<file path="config.mk">
export PLATFORM = sky130hd
export DESIGN_NAME = astro_game_ctrl
export DESIGN_NICKNAME = d
export VERILOG_FILES = /design/src/rtl/astro_pkg.sv /design/src/rtl/astro_tick_gen.sv /design/src/rtl/astro_game_ctrl.sv
export SDC_FILE = /design/constraint.sdc
export NUM_CORES = 1
export LEC_CHECK = 0
export CAP_MARGIN = 40
export CELL_PAD_IN_SITES_DETAIL_PLACEMENT = 1
export CELL_PAD_IN_SITES_GLOBAL_PLACEMENT = 1
export CORE_ASPECT_RATIO = 0.9
export CORE_MARGIN = 5
export CORE_UTILIZATION = 45
export CTS_CLUSTER_DIAMETER = 30
export DETAILED_ROUTE_END_ITERATION = 6
export PLACE_DENSITY = 0.86
export RECOVER_POWER = 25
export SETUP_SLACK_MARGIN = 0.1
export SYNTH_ARGS = -nofsm -noshare
export SYNTH_HDL_FRONTEND = slang
export SYNTH_SLANG_ARGS = --single-unit
export TNS_END_PERCENT = 30
</file>
<file path="constraint.sdc">
create_clock -name board_clk -period 7.25 [get_ports board_clk]
set_clock_uncertainty 0.1 [all_clocks]
set_input_delay 1.45 -clock board_clk [delete_from_list [all_inputs] [get_ports board_clk]]
set_output_delay 1.45 -clock board_clk [all_outputs]
set_load 0.02 [all_outputs]
</file>
<file path="src/rtl/astro_pkg.sv">
// Shared constants and helpers for the Astro Barrier game controller.
package astro_pkg;

  // Game state encoding, also driven straight onto the state output.
  localparam int unsigned StateW = 2;
  localparam logic [StateW-1:0] StIdle       = 2'b00;
  localparam logic [StateW-1:0] StPlay       = 2'b01;
  localparam logic [StateW-1:0] StLevelClear = 2'b10;
  localparam logic [StateW-1:0] StGameOver   = 2'b11;

  localparam int unsigned ScoreW = 8;
  localparam int unsigned LevelW = 2;
  localparam int unsigned ShotsW = 4;

  // Two BCD digits saturate here.
  localparam logic [ScoreW-1:0] ScoreMax = 8'h99;

  // Add one to a two-digit BCD value, sticking at 99.
  function automatic logic [ScoreW-1:0] bcd_inc(input logic [ScoreW-1:0] s);
    logic [ScoreW-1:0] r;
    if (s >= ScoreMax) begin
      r = ScoreMax;
    end else if (s[3:0] >= 4'd9) begin
      r = {s[7:4] + 4'd1, 4'd0};
    end else begin
      r = {s[7:4], s[3:0] + 4'd1};
    end
    return r;
  endfunction

endpackage

</file>
<file path="src/rtl/astro_tick_gen.sv">
// Free-running game-tick divider with enable and synchronous clear.
module astro_tick_gen #(
  parameter int unsigned TICK_DIV = 2097152
) (
  input  logic board_clk,
  input  logic reset,
  input  logic en_i,
  input  logic clr_i,
  output logic wrap_o
);

  localparam int unsigned CntW = $clog2(TICK_DIV);
  localparam logic [CntW-1:0] CntMax = CntW'(TICK_DIV - 1);

  logic [CntW-1:0] cnt_q, cnt_d;

  // Wrap is a pure function of the count so it can feed next-state logic without loops.
  assign wrap_o = en_i && (cnt_q == CntMax);

  // Count 0..TICK_DIV-1 while enabled; clear wins over counting.
  always_comb begin
    cnt_d = cnt_q;
    if (clr_i) begin
      cnt_d = '0;
    end else if (en_i) begin
      cnt_d = wrap_o ? '0 : cnt_q + CntW'(1);
    end
  end

  // Counter register.
  always_ff @(posedge board_clk or posedge reset) begin
    if (reset) begin
      cnt_q <= '0;
    end else begin
      cnt_q <= cnt_d;
    end
  end

endmodule

</file>
<file path="src/rtl/astro_game_ctrl.sv">
// Astro Barrier sequencing controller: game FSM, tick pacing, button arbitration,
// shot budget, target mask, level and BCD score.
module astro_game_ctrl
  import astro_pkg::*;
#(
  parameter int unsigned TICK_DIV         = 2097152,
  parameter int unsigned SHOTS_PER_LEVEL  = 8,
  parameter int unsigned NUM_TARGETS      = 3,
  parameter int unsigned NUM_LEVELS       = 4,
  parameter int unsigned CLEAR_HOLD_TICKS = 64
) (
  input  logic                   board_clk,
  input  logic                   reset,
  input  logic                   start_i,
  input  logic                   btn_fire_i,
  input  logic                   btn_left_i,
  input  logic                   btn_right_i,
  input  logic [NUM_TARGETS-1:0] hit_valid_i,
  input  logic                   shot_done_i,
  output logic                   game_tick_o,
  output logic                   fire_cmd_o,
  output logic                   left_cmd_o,
  output logic                   right_cmd_o,
  output logic                   level_init_o,
  output logic [StateW-1:0]      state_o,
  output logic [LevelW-1:0]      level_o,
  output logic [ShotsW-1:0]      shots_left_o,
  output logic                   shot_active_o,
  output logic [NUM_TARGETS-1:0] targets_alive_o,
  output logic [ScoreW-1:0]      score_o
);

  localparam int unsigned HoldW = (CLEAR_HOLD_TICKS > 1) ? $clog2(CLEAR_HOLD_TICKS) : 1;
  localparam logic [HoldW-1:0]  HoldLast  = HoldW'(CLEAR_HOLD_TICKS - 1);
  localparam logic [LevelW-1:0] LevelLast = LevelW'(NUM_LEVELS - 1);
  localparam logic [ShotsW-1:0] ShotsInit = ShotsW'(SHOTS_PER_LEVEL);

  // Synchroniser bit order: {start, fire, left, right}.
  logic [3:0] sync1_q, sync2_q;
  logic       start_prev_q;
  logic       start_s, fire_s, left_s, right_s;
  logic       start_rise, start_fall;

  logic [StateW-1:0]      state_q, state_d;
  logic [LevelW-1:0]      level_q, level_d;
  logic [ShotsW-1:0]      shots_q, shots_d;
  logic                   active_q, active_d;
  logic [NUM_TARGETS-1:0] alive_q, alive_d;
  logic [ScoreW-1:0]      score_q, score_d;
  logic [HoldW-1:0]       hold_q, hold_d;
  logic                   tick_q, tick_d;
  logic                   fire_q, fire_d;
  logic                   left_q, left_d;
  logic                   right_q, right_d;
  logic                   init_q, init_d;

  logic                   tick_en, tick_clr, tick_wrap;
  logic                   fire_ok;
  logic [NUM_TARGETS-1:0] newly_hit;

  assign start_s    = sync2_q[3];
  assign fire_s     = sync2_q[2];
  assign left_s     = sync2_q[1];
  assign right_s    = sync2_q[0];
  assign start_rise = start_s && !start_prev_q;
  assign start_fall = !start_s && start_prev_q;

  // The divider only runs while a level is live or being held; a level start restarts it.
  assign tick_en  = (state_q == StPlay) || (state_q == StLevelClear);
  assign tick_clr = (state_q == StIdle) || init_d;

  astro_tick_gen #(
    .TICK_DIV (TICK_DIV)
  ) u_tick_gen (
    .board_clk (board_clk),
    .reset     (reset),
    .en_i      (tick_en),
    .clr_i     (tick_clr),
    .wrap_o    (tick_wrap)
  );

  // Two-flop synchronisers plus the start edge detector.
  always_ff @(posedge board_clk or posedge reset) begin
    if (reset) begin
      sync1_q      <= '0;
      sync2_q      <= '0;
      start_prev_q <= 1'b0;
    end else begin
      sync1_q      <= {start_i, btn_fire_i, btn_left_i, btn_right_i};
      sync2_q      <= sync1_q;
      start_prev_q <= start_s;
    end
  end

  // Game FSM, arbitration and bookkeeping; exits look at the already-registered values.
  always_comb begin
    state_d   = state_q;
    level_d   = level_q;
    shots_d   = shots_q;
    active_d  = active_q;
    alive_d   = alive_q;
    score_d   = score_q;
    hold_d    = hold_q;
    tick_d    = 1'b0;
    fire_d    = 1'b0;
    left_d    = 1'b0;
    right_d   = 1'b0;
    init_d    = 1'b0;
    fire_ok   = 1'b0;
    newly_hit = '0;

    unique case (state_q)
      StIdle: begin
        if (start_rise) begin
          state_d  = StPlay;
          level_d  = '0;
          score_d  = '0;
          shots_d  = ShotsInit;
          alive_d  = '1;
          active_d = 1'b0;
          init_d   = 1'b1;
        end
      end
      StPlay: begin
        if (start_fall) begin
          state_d = StIdle;
        end else if (alive_q == '0) begin
          state_d = StLevelClear;
          hold_d  = '0;
        end else if ((shots_q == '0) && !active_q) begin
          state_d = StGameOver;
        end else begin
          tick_d  = tick_wrap;
          fire_ok = tick_wrap && fire_s && !active_q && (shots_q != '0);
          fire_d  = fire_ok;
          left_d  = tick_wrap && !fire_ok && left_s && !right_s;
          right_d = tick_wrap && !fire_ok && right_s && !left_s;
          if (fire_ok) begin
            shots_d  = shots_q - ShotsW'(1);
            active_d = 1'b1;
          end else if (shot_done_i) begin
            active_d = 1'b0;
          end
          newly_hit = hit_valid_i & alive_q;
          alive_d   = alive_q & ~hit_valid_i;
          for (int i = 0; i < NUM_TARGETS; i++) begin
            if (newly_hit[i]) begin
              score_d = bcd_inc(score_d);
            end
          end
        end
      end
      StLevelClear: begin
        if (tick_wrap) begin
          if (hold_q == HoldLast) begin
            if (level_q == LevelLast) begin
              state_d = StGameOver;
            end else begin
              state_d  = StPlay;
              level_d  = level_q + LevelW'(1);
              shots_d  = ShotsInit;
              alive_d  = '1;
              active_d = 1'b0;
              init_d   = 1'b1;
            end
          end else begin
            hold_d = hold_q + HoldW'(1);
          end
        end
      end
      StGameOver: begin
        if (!start_s) begin
          state_d = StIdle;
        end
      end
    endcase
  end

  // All game state and output strobes are registered.
  always_ff @(posedge board_clk or posedge reset) begin
    if (reset) begin
      state_q  <= StIdle;
      level_q  <= '0;
      shots_q  <= '0;
      active_q <= 1'b0;
      alive_q  <= '1;
      score_q  <= '0;
      hold_q   <= '0;
      tick_q   <= 1'b0;
      fire_q   <= 1'b0;
      left_q   <= 1'b0;
      right_q  <= 1'b0;
      init_q   <= 1'b0;
    end else begin
      state_q  <= state_d;
      level_q  <= level_d;
      shots_q  <= shots_d;
      active_q <= active_d;
      alive_q  <= alive_d;
      score_q  <= score_d;
      hold_q   <= hold_d;
      tick_q   <= tick_d;
      fire_q   <= fire_d;
      left_q   <= left_d;
      right_q  <= right_d;
      init_q   <= init_d;
    end
  end

  assign game_tick_o     = tick_q;
  assign fire_cmd_o      = fire_q;
  assign left_cmd_o      = left_q;
  assign right_cmd_o     = right_q;
  assign level_init_o    = init_q;
  assign state_o         = state_q;
  assign level_o         = level_q;
  assign shots_left_o    = shots_q;
  assign shot_active_o   = active_q;
  assign targets_alive_o = alive_q;
  assign score_o         = score_q;

endmodule

</file>
==> metrics.md, run 1 <==
| Metric | Value |
|---|---|
| Async SR Flop Fraction | 100% |
| Final wirelength | 11600 um |
| Die X | 112 um |
| Vias in the first global route | 3890 |
| Layout cells sized above 1 | 10.2% |
| # Max-Cap Violations | 1 |
| Antenna diode count | 0 |
| Post-DP Area | 4670 um2 |
| Worst setup path class | in2reg |
| Starting Density | 46.3% |
| GRT overflow | 0 |
| Worst EP arrival | 6250 ps |
| Adder-cell share of the synthesized area | 7.11% |
| Vias/cell | 6.04 |
| TritonCTS clock tree | done |
| Worst EP required | 7420 ps |
| Drt first-iter violations | 229 |
| CTS hold repair buffers | 0 |
| Post-synth EDFFs | 0 |
| Mux contribution to synthesized area | 1.18% |
| Final Hold Fails | 0 |
| Largest net degree at the start of global routing | 62 |
| Startpoint Class | primary input |
| Clk_lat worst skew | 340 ps |
| Die area | 11400 um2 |
| Worst-path fanout max | 8 |
| Compound-cell area share of the yosys netlist | 26.4% |
| Multi-input gate area in the final layout | 2510 um2 |
| Ys Warns | 0 |
| Crit path max-delay family | compound AO/OA/AOI/OAI gates |
| Detail Placement HPWL | 8400 um |
| Final ANT Viol Nets | 0 |
| GPL Wtd Cong | 0.895 |
| RSZ-0062 raised after global routing | false |
| Pins Over Slew Limit | 62 |
| Simple-gate share of the synthesized area | 24.2% |
| Top cells by area, synth | dfrtp_1 (34%), ha_1 (7.1%), o21ai_0 (6.0%) |
| Worst Tran Pin Value | 3430 ps |
| All-layer global routing usage | 20.8% |
| Wire per inst | 18.2 um |
| Clock Path Buffers | 2 |
| # DRC | 0 |
| Area Overhead vs Synth | 14.6% |
| H-tree level count | 3 |
| Register area | 1530 um2 |
| Count leader, synth | dfrtp_1 |
| Leading area contributor after synthesis | dfrtp_1 |
| Via Count | 3828 |
| # Post-CTS Setup Buffers | 0 |
| First-pass GRT wire length | 19600 um |
| Worst path cell trace | clkdlybuf4s50_1, nand2_1, a2111oi_2, nor3_4, ha_1, a2111oi_4, nand2_2, a311o_2, a221oi_2, inv_1, ha_1, nor2b_1, inv_1, a311oi_4, a211oi_4, a311oi_2, a22o_1 |
| Xor and xnor area share after synthesis | 1.04% |
| Layout fillers | 1064 |
| Die H | 102 um |
| CP Capture Type | register |
| Post-synthesis cell count | 475 |
| Final nets | 541 |
| Worst path buffer plus inverter count | 3 |
| TritonCTS Sinks | 61 |
| Endpoints failing setup | 0 |
| Largest stage delay on the critical path | 710 ps |
| Synth Area per Inst | 8.90 um2 |
| Max Freq | 165 MHz |
| Ys flop type | dfrtp_1 |
| Synth cell count leaders | dfrtp_1 (58), nand2_1 (55), o21ai_0 (51), nor2_1 (39) |
| LEAKAGE | 0.00199 uW |
| TritonCTS Buffers | 9 |
| Largest family of logic cells by synthesized area | compound AO/OA/AOI/OAI gates |
| Number of port buffers | 34 |
| Worst rel slew slack | -128% |
| Run status | finished with violations |
| Row count | 33 |
| Worst path slowest cell | clkdlybuf4s50_1 |
| Failing checks | capacitance limit, slew limit |
| Final period util | 83.8% |
| Post-route cell area | 4840 um2 |
| Core area | 9130 um2 |
| Hold Path Class | reg2reg |
| Synthesized area | 4230 um2 |
| Ports | 35 |
| Final min period | 6070 ps |
| Post-synthesis sequential element count | 61 |
| Post-synthesis sequential area ratio | 36.2% |
| Setup TNS | 0 ps |
| Power Dens Cells | 342 nW/um2 |
| Yosys top cell area share | 34.4% |
| Root Buffer | clkbuf_8 |
| Distinct cells, synth | 85 |
| Syn_nets | 509 |
| Initial antenna violation count | 0 |
| Reg clk slew, reported paths | 80 ps |
| CTS resizes | 0 |
| Max VDD drop | 0.151 mV |
| DR pass1 iterations | 4 |
flip-flops by register name (all words and copies together), names as in the netlist:
register,cells
game_tick_o,1
score_o,8
sync2_q,4
targets_alive_o,3
fire_cmd_o,1
level_init_o,1
u_tick_gen.cnt_q,21
left_cmd_o,1
sync1_q,4
hold_q,6
state_o,2
shot_active_o,1
level_o,2
shots_left_o,4
right_cmd_o,1
start_prev_q,1
power breakdown:
part	internal, uW	switching, uW
registers	393	92.2
clock network	160	151
logic	315	546
cell type report:
class,instances,area share (%)
well taps,122,3.15
clock buffers,9,2.56
flip-flops and latches,61,31.6
multi-input cells,376,51.8
repair buffers,36,7.42
clock inverters,7,1.55
inverters,23,1.89
cell families after synthesis:
logic type / Yosys count
and+or+nand+nor: 188
AOI/OAI and AO/OA: 154
DFF: 61
buffers and inverters: 38
adders and majority gates: 24
xor gates and xnor gates: 5
muxes: 5
through the flow:
stage / hold WS, ps / std cells / total power (uW) / util, % / setup WS, ps
global placement: 237 / 617 / 1290 / 51.0 / 1100
detailed placement: 239 / 618 / 1340 / 51.2 / 839
finish: 254 / 634 / 1660 / 53.1 / 1180
global route: 272 / 634 / 1770 / 53.1 / 851
floorplan: 231 / 475 / 1090 / - / 2130
CTS: 256 / 634 / 1660 / 53.3 / 1180
path summary, 6_finish.rpt:
kind,startpoint,end,slack (ps),cells after the start
min in group asynchronous,reset,sync2_q[0]$_DFF_PP0_,2760,3
max in group asynchronous,reset,level_o[0]$_DFFE_PP0P_,2330,3
hold / removal,sync1_q[0]$_DFF_PP0_,sync2_q[0]$_DFF_PP0_,250,0
hold reg to reg,sync1_q[0]$_DFF_PP0_,sync2_q[0]$_DFF_PP0_,250,0
setup / recovery,hit_valid_i[0],score_o[2]$_DFFE_PP0P_,1180,17
setup reg to reg,score_o[1]$_DFFE_PP0P_,score_o[2]$_DFFE_PP0P_,1770,18
per-layer routing:
| metal | global-route usage (%) | part of all wire, % | vias to the layer above |
|---|---|---|---|
| met5 | 0 | 0 | - |
| met4 | 5.64 | 1.4 | 0 |
| met3 | 4.09 | 4.0 | 12 |
| met1 | 28.1 | 47 | 1921 |
| met2 | 34.7 | 47 | 83 |
| li1 | - | - | 1812 |
layout by cell type, fill, tap and decap left out, types with 3 or more instances in the layout:
cell / instances
clkbuf_8: 9
clkinvlp_4: 3
nand3b_1: 3
a22o_1: 6
or3b_1: 3
dlygate4sd3_1: 5
and3_1: 9
inv_1: 20
nor2_1: 39
a31oi_1: 3
nor3b_1: 3
a21oi_1: 24
dfstp_2: 3
and2_1: 4
nand4_1: 8
o21ai_0: 51
or3_1: 4
o31ai_1: 9
nor4_1: 5
mux2i_1: 5
nand3_1: 13
clkdlybuf4s50_1: 29
xor2_1: 3
a21oi_2: 3
nor3_1: 7
nand2_1: 55
nand2b_1: 5
ha_1: 24
dfrtp_1: 58
a211oi_1: 4
o21ai_1: 5
nor2b_1: 11
a21o_1: 7
a41oi_1: 3
Power figures use the tool's default switching activity.
==> inputs of run 2 (changes only) <==
--- a/config.mk
+++ b/config.mk
@@ -10,10 +10,10 @@
 export CELL_PAD_IN_SITES_GLOBAL_PLACEMENT = 1
 export CORE_ASPECT_RATIO = 0.9
 export CORE_MARGIN = 5
-export CORE_UTILIZATION = 45
+export CORE_UTILIZATION = 41
 export CTS_CLUSTER_DIAMETER = 30
 export DETAILED_ROUTE_END_ITERATION = 6
-export PLACE_DENSITY = 0.86
+export PLACE_DENSITY = 0.83
 export RECOVER_POWER = 25
 export SETUP_SLACK_MARGIN = 0.1
 export SYNTH_ARGS = -nofsm -noshare
==> constraint.sdc (replaced) <==
create_clock -name board_clk -period 5.4 [get_ports board_clk]
set_clock_uncertainty 0.1 [all_clocks]
set_input_delay 1.08 -clock board_clk [delete_from_list [all_inputs] [get_ports board_clk]]
set_output_delay 1.08 -clock board_clk [all_outputs]
set_load 0.02 [all_outputs]
==> run 2 against run 1 <==
- the run now ends clean
- sequential power grew 34%
- count of clock-buffer cells in the layout is the same
- clock power grew 110%
- first-iteration DRC count grew 3.9%
- routed wire length grew 5.8%
- sequential share of layout area shrank 1.7 points
- largest cell class unchanged
==> metrics.md, run 2 (synthesis gave the netlist of run 1 again) <==
| Metric | Value |
|---|---|
| Largest net degree at the start of global routing | 36 (-42%) |
| Max reg flops | 21 (unchanged) |
| Worst setup margin | 328 ps (-850 ps) |
| Final wirelength | 12200 um (+5.8%) |
| Hold Path Class | reg2reg |
| Detail Placement HPWL | 8850 um (+5.4%) |
| All-layer global routing usage | 21.0% (+0.17 points) |
| Multi-input gate area in the final layout | 2560 um2 (+1.8%) |
| Post-route cell area | 5120 um2 (+5.7%) |
| RSZ-0062 raised after global routing | false |
| Final min period | 5070 ps |
| Worst rel slew slack | 10.3% (+140 points) |
| Post-DP Area | 4760 um2 (+2.1%) |
| Startpoint Class | primary input |
| Layout cells sized above 1 | 12.8% (+2.6 points) |
| Vias/cell | 5.95 (-1.5%) |
| Layout fillers | 1184 (+11%) |
| Endpoints failing setup | 0 (unchanged) |
| Post-layout util | 50.4% (-2.7 points) |
| # Max-Cap Violations | 0 (-1) |
| TritonCTS Sinks | 61 (unchanged) |
| CTS hold repair buffers | 0 (unchanged) |
| Clock Path Buffers | 2 (unchanged) |
| Wire per inst | 18.7 um (+2.7%) |
| Die area | 12400 um2 (+8.8%) |
| Commonest non-fill, non-tap cell in the layout | dfrtp_1 |
| Worst hold path depth | 0 (unchanged) |
| Final ANT Viol Nets | 0 (unchanged) |
| Reg clk slew, reported paths | 60 ps (-20 ps) |
| Antenna diode count | 0 (unchanged) |
| Worst Tran Pin Value | 1340 ps (-2080 ps) |
| Worst setup path class | in2reg |
| Worst EP arrival | 5240 ps (-1010 ps) |
| FF-to-FF setup slack | 420 ps (-1350 ps) |
| Worst-path fanout max | 6 (-2) |
| Setup TNS | 0 ps (unchanged) |
| First-pass GRT wire length | 20800 um (+6.1%) |
| # Post-CTS Setup Buffers | 0 (unchanged) |
| Pins Over Slew Limit | 0 (-100%) |
| Root Buffer | clkbuf_16 |
| LEAKAGE | 0.00215 uW (+8.2%) |
| Area Overhead vs Synth | 21.1% |
| DR pass1 iterations | 4 (unchanged) |
| Starting Density | 41.6% (-4.7 points) |
| Vias in the first global route | 4095 (+5.3%) |
| CP Capture Type | register |
| Worst EP required | 5570 ps (-1850 ps) |
| Power Dens Cells | 493 nW/um2 (+44%) |
| Row count | 35 (+6.1%) |
| Register area | 1530 um2 (unchanged) |
| GPL Wtd Cong | 0.915 (+2.2%) |
| Ports | 35 (unchanged) |
| Clk_lat worst skew | 330 ps (about the same) |
| Drt first-iter violations | 238 (+3.9%) |
| Die X | 117 um (+4.3%) |
| Final Hold Fails | 0 (unchanged) |
| TritonCTS clock tree | done |
| Via Count | 3885 (+1.5%) |
| Max Freq | 197 MHz |
| Most frequent cells in the layout | dfrtp_1 (58), nand2_1 (55), o21ai_0 (51) |
| Core area | 10200 um2 (+11%) |
| Final period util | 93.9% |
| GRT overflow | 0 (unchanged) |
| Final nets | 553 (+2.2%) |
| H-tree level count | 3 (unchanged) |
| Worst-case reg-to-reg path depth | 19 (+1) |
| # DRC | 0 (unchanged) |
| Max VDD drop | 0.225 mV (+49%) |
| Number of port buffers | 34 (unchanged) |
| TritonCTS Buffers | 9 (unchanged) |
| Initial antenna violation count | 0 (unchanged) |
| Run status | finished, final reports clean |
| Post-Place Setup Slack | -95.7 ps (-935 ps) |
| Die H | 106 um (+4.3%) |
| Reg with most FFs | u_tick_gen.cnt_q |
[run 2: changes by cell type in the layout (fill, tap and decap cells not counted), sizes merged]
| cell | change |
|---|---|
| clkinv | -2 |
| inv | +4 |
| clkbuf | -1 |
| clkinvlp | -3 |
| buf | +13 |
| bufinv | +1 |
[run 2: critical path: stages]
cell	delay [ps]
clkdlybuf4s50_1	560
nand2_1	130
a2111oi_4	360
nor3_4	120
ha_1	220
a2111oi_4	340
nand2_2	100
a311o_2	420
a221oi_2	310
inv_1	100
ha_1	190
nor2b_1	160
inv_1	110
a311oi_4	330
a211oi_4	110
a311oi_4	400
a22o_1	190
[run 2: power by group]
| part | internal, uW | switching [uW] |
|---|---|---|
| sequential | 528 | 122 |
| clock | 411 | 238 |
| combinational | 468 | 755 |
| total | 1410 | 1120 |
[run 2: metal layers]
| metal | part of all wire (%) | GRT usage, % |
|---|---|---|
| met5 | 0 | 0 |
| met4 | 0.92 | 4.75 |
| met3 | 3.3 | 4.44 |
| met2 | 48 | 33.9 |
| met1 | 48 | 28.8 |
[run 2: final cells by class]
type,instances,area share [%]
clock buffer,9,4.40
clock inverter,7,2.03
inverter,23,1.78
multi-input combinational,376,49.9
sequential,61,29.9
tap,129,3.15
timing repair buffer,48,8.80
[run 2: what timing repair did]
action / in CTS / in global routing
endpoints found under the hold margin: 0 / 0
setup endpoints to repair: 0 / 6
resized for setup: 0 / 3
[run 2: worst paths after layout]
kind,endpoint,start
setup / recovery,score_o[2]$_DFFE_PP0P_,hit_valid_i[0]
setup reg to reg,score_o[2]$_DFFE_PP0P_,score_o[0]$_DFFE_PP0P_
max in group asynchronous,targets_alive_o[0]$_DFFE_PP1P_,reset
hold reg to reg,sync2_q[0]$_DFF_PP0_,sync1_q[0]$_DFF_PP0_
hold / removal,sync2_q[0]$_DFF_PP0_,sync1_q[0]$_DFF_PP0_
min in group asynchronous,u_tick_gen.cnt_q[3]$_DFFE_PP0P_,reset
[run 2: through the flow]
step | power [uW] | cells | hold WS [ps]
global route | 2700 | 653 | 264
CTS | 2520 | 653 | 257
global placement | 1790 | 635 | 244
finish | 2520 | 653 | 253
floorplan | 1460 | 475 | 231
detailed placement | 1850 | 637 | 236
==> inputs of run 3 (changes only) <==
--- a/config.mk
+++ b/config.mk
@@ -13,6 +13,8 @@
 export CORE_UTILIZATION = 41
 export CTS_CLUSTER_DIAMETER = 30
 export DETAILED_ROUTE_END_ITERATION = 6
+export HOLD_SLACK_MARGIN = 0.15
+export MAX_ROUTING_LAYER = met4
 export PLACE_DENSITY = 0.83
 export RECOVER_POWER = 25
 export SETUP_SLACK_MARGIN = 0.1
==> run 3 against run 2 <==
- routed wire length is 0.29% higher
- fmax is 0.10% higher
- global-route usage is 0.60 points higher
- worst setup slack gained 5.1 ps
- critical path depth unchanged
- clock power about the same
- sequential power barely moved
- largest cell class unchanged
==> metrics.md, run 3 (synthesis gave the netlist of run 1 again) <==
| Metric | Value |
|---|---|
| Hold wc startpoint | sync1_q[0]$_DFF_PP0_ |
| Row count | 35 (unchanged) |
| # DRC | 0 (unchanged) |
| Final period util | 93.8% (-0.095 points) |
| Final Hold Fails | 0 (unchanged) |
| Max reg flops | 21 (unchanged) |
| Via Count | 3871 (-0.36%) |
| Drt first-iter violations | 250 (+5.0%) |
| Hold Path Class | reg2reg |
| Layout cells sized above 1 | 12.8% (unchanged) |
| CP Capture Type | register |
| FF-to-FF setup slack | 430 ps (about the same) |
| Pins Over Slew Limit | 0 (unchanged) |
| RSZ-0062 raised after global routing | false |
| Root Buffer | clkbuf_16 |
| Final non-filler cell total | 653 (unchanged) |
| Worst Tran Pin Value | 1340 ps (-5.92 ps) |
| Final ANT Viol Nets | 0 (unchanged) |
| Clk_lat worst skew | 340 ps (about the same) |
| Vias/cell | 5.93 (-0.36%) |
| H-tree level count | 3 (unchanged) |
| Initial antenna violation count | 0 (unchanged) |
| Vias in the first global route | 4095 (unchanged) |
| TritonCTS Sinks | 61 (unchanged) |
| # Max-Cap Violations | 0 (unchanged) |
| Ports | 35 (unchanged) |
| Antenna diode count | 0 (unchanged) |
| Post-layout util | 50.4% (unchanged) |
| All-layer global routing usage | 21.6% (+0.60 points) |
| Reg clk slew, reported paths | 60 ps (about the same) |
| Endpoints failing setup | 0 (unchanged) |
| TritonCTS Buffers | 9 (unchanged) |
| Worst rel slew slack | 10.7% (+0.40 points) |
| Max Freq | 197 MHz (+0.10%) |
| Post-route cell area | 5120 um2 (unchanged) |
| Max VDD drop | 0.225 mV (about the same) |
| Reg with most FFs | u_tick_gen.cnt_q |
| Run status | finished, final reports clean |
| GPL Wtd Cong | 0.931 (+1.7%) |
| Final wirelength | 12300 um (+0.29%) |
| Number of port buffers | 34 (unchanged) |
| Worst-path fanout max | 6 (unchanged) |
| Final min period | 5070 ps (-5.13 ps) |
| Worst-case reg-to-reg path depth | 19 (unchanged) |
| R2r endpoint | score_o[2]$_DFFE_PP0P_ |
| Wire per inst | 18.8 um (+0.29%) |
| Startpoint Class | primary input |
| Die H | 106 um (unchanged) |
| Power Dens Cells | 493 nW/um2 (about the same) |
| Placed insts | 637 (unchanged) |
| Largest net degree at the start of global routing | 36 (unchanged) |
| Worst hold path depth | 0 (unchanged) |
| Die X | 117 um (unchanged) |
| Worst EP arrival | 5240 ps (about the same) |
| Hold worst-path end | sync2_q[0]$_DFF_PP0_ |
| Clock Path Buffers | 2 (unchanged) |
| Commonest non-fill, non-tap cell in the layout | dfrtp_1 |
| Starting Density | 41.6% (unchanged) |
| Setup TNS | 0 ps (unchanged) |
| Worst EP required | 5570 ps (about the same) |
| Area Overhead vs Synth | 21.1% (unchanged) |
| Core area | 10200 um2 (unchanged) |
| Reg2reg start | score_o[0]$_DFFE_PP0P_ |
| TritonCTS clock tree | done |
| Detail Placement HPWL | 8850 um (unchanged) |
| GRT overflow | 0 (unchanged) |
| Layout fillers | 1184 (unchanged) |
| Most frequent cells in the layout | dfrtp_1 (58), nand2_1 (55), o21ai_0 (51) |
| LEAKAGE | 0.00215 uW (unchanged) |
| Die area | 12400 um2 (unchanged) |
| Worst setup path class | in2reg |
| First-pass GRT wire length | 20800 um (about the same) |
| DR pass1 iterations | 4 (unchanged) |
| Final nets | 553 (unchanged) |
| Post-DP Area | 4760 um2 (unchanged) |
-- run 3: cell counts in the layout (fill, tap and decap cells not counted) --
Identical to the previous run, type by type.
-- run 3: per-stage QoR --
stage               setup WS [ps]  power, uW  hold slack (ps)
finish                        333       2520              253
global route                  103       2700              264
CTS                           199       2520              257
detailed placement          -95.7       1850              236
global placement              102       1790              244
floorplan                     451       1460              231
-- run 3: critical path, stage by stage --
cell and delay [ps]:
clkdlybuf4s50_1 560, nand2_1 130, a2111oi_4 360, nor3_4 120, ha_1 220, a2111oi_4 340
nand2_2 100, a311o_2 410, a221oi_2 310, inv_1 100, ha_1 190, nor2b_1 160
inv_1 110, a311oi_4 330, a211oi_4 110, a311oi_4 400, a22o_1 190
-- run 3: power by group --
group | internal (uW) | leakage, uW | switching, uW | total (uW)
Combinational | 468 | 0.00119 | 754 | 1220
Clock | 411 | 0.000161 | 240 | 651
Sequential | 528 | 0.000805 | 123 | 651
-- run 3: repair_timing --
action / in CTS / in global routing
setup buffers: 0 / 0
hold buffers: 0 / 0
resized for setup: 0 / 3
setup endpoints to repair: 0 / 6
-- run 3: worst max path at each step --
stage                            from                endpoint  slack (ps)  cells after the start
2_1_floorplan  score_o[1]$_DFFE_PP0P_  score_o[5]$_DFFE_PP0P_         450                     19
3_3_place_gp           hit_valid_i[0]  score_o[1]$_DFFE_PP0P_         100                     17
3_5_place_dp           hit_valid_i[0]  score_o[2]$_DFFE_PP0P_        -100                     17
4_1_cts                hit_valid_i[0]  score_o[2]$_DFFE_PP0P_         200                     17
5_1_grt                hit_valid_i[0]  score_o[1]$_DFFE_PP0P_         100                     17
6_report               hit_valid_i[0]  score_o[2]$_DFFE_PP0P_         330                     17
-- run 3: layer usage --
layer	vias up	global-route usage, %	part of all wire (%)
li1	1834	-	-
met1	1967	28.9	48
met2	62	33.9	48
met3	8	4.44	3.7
met4	0	4.75	0.82
met5	-	-	0
-- run 3: area by class of cell --
cell class                      count  area, um2  area share (%)
Sequential cell                    61       1530            29.9
Tap cell                          129        161            3.15
Multi-Input combinational cell    376       2560            49.9
Clock inverter                      7        104            2.03
Clock buffer                        9        225            4.40
Inverter                           23       91.3            1.78
Timing Repair Buffer               48        450            8.80
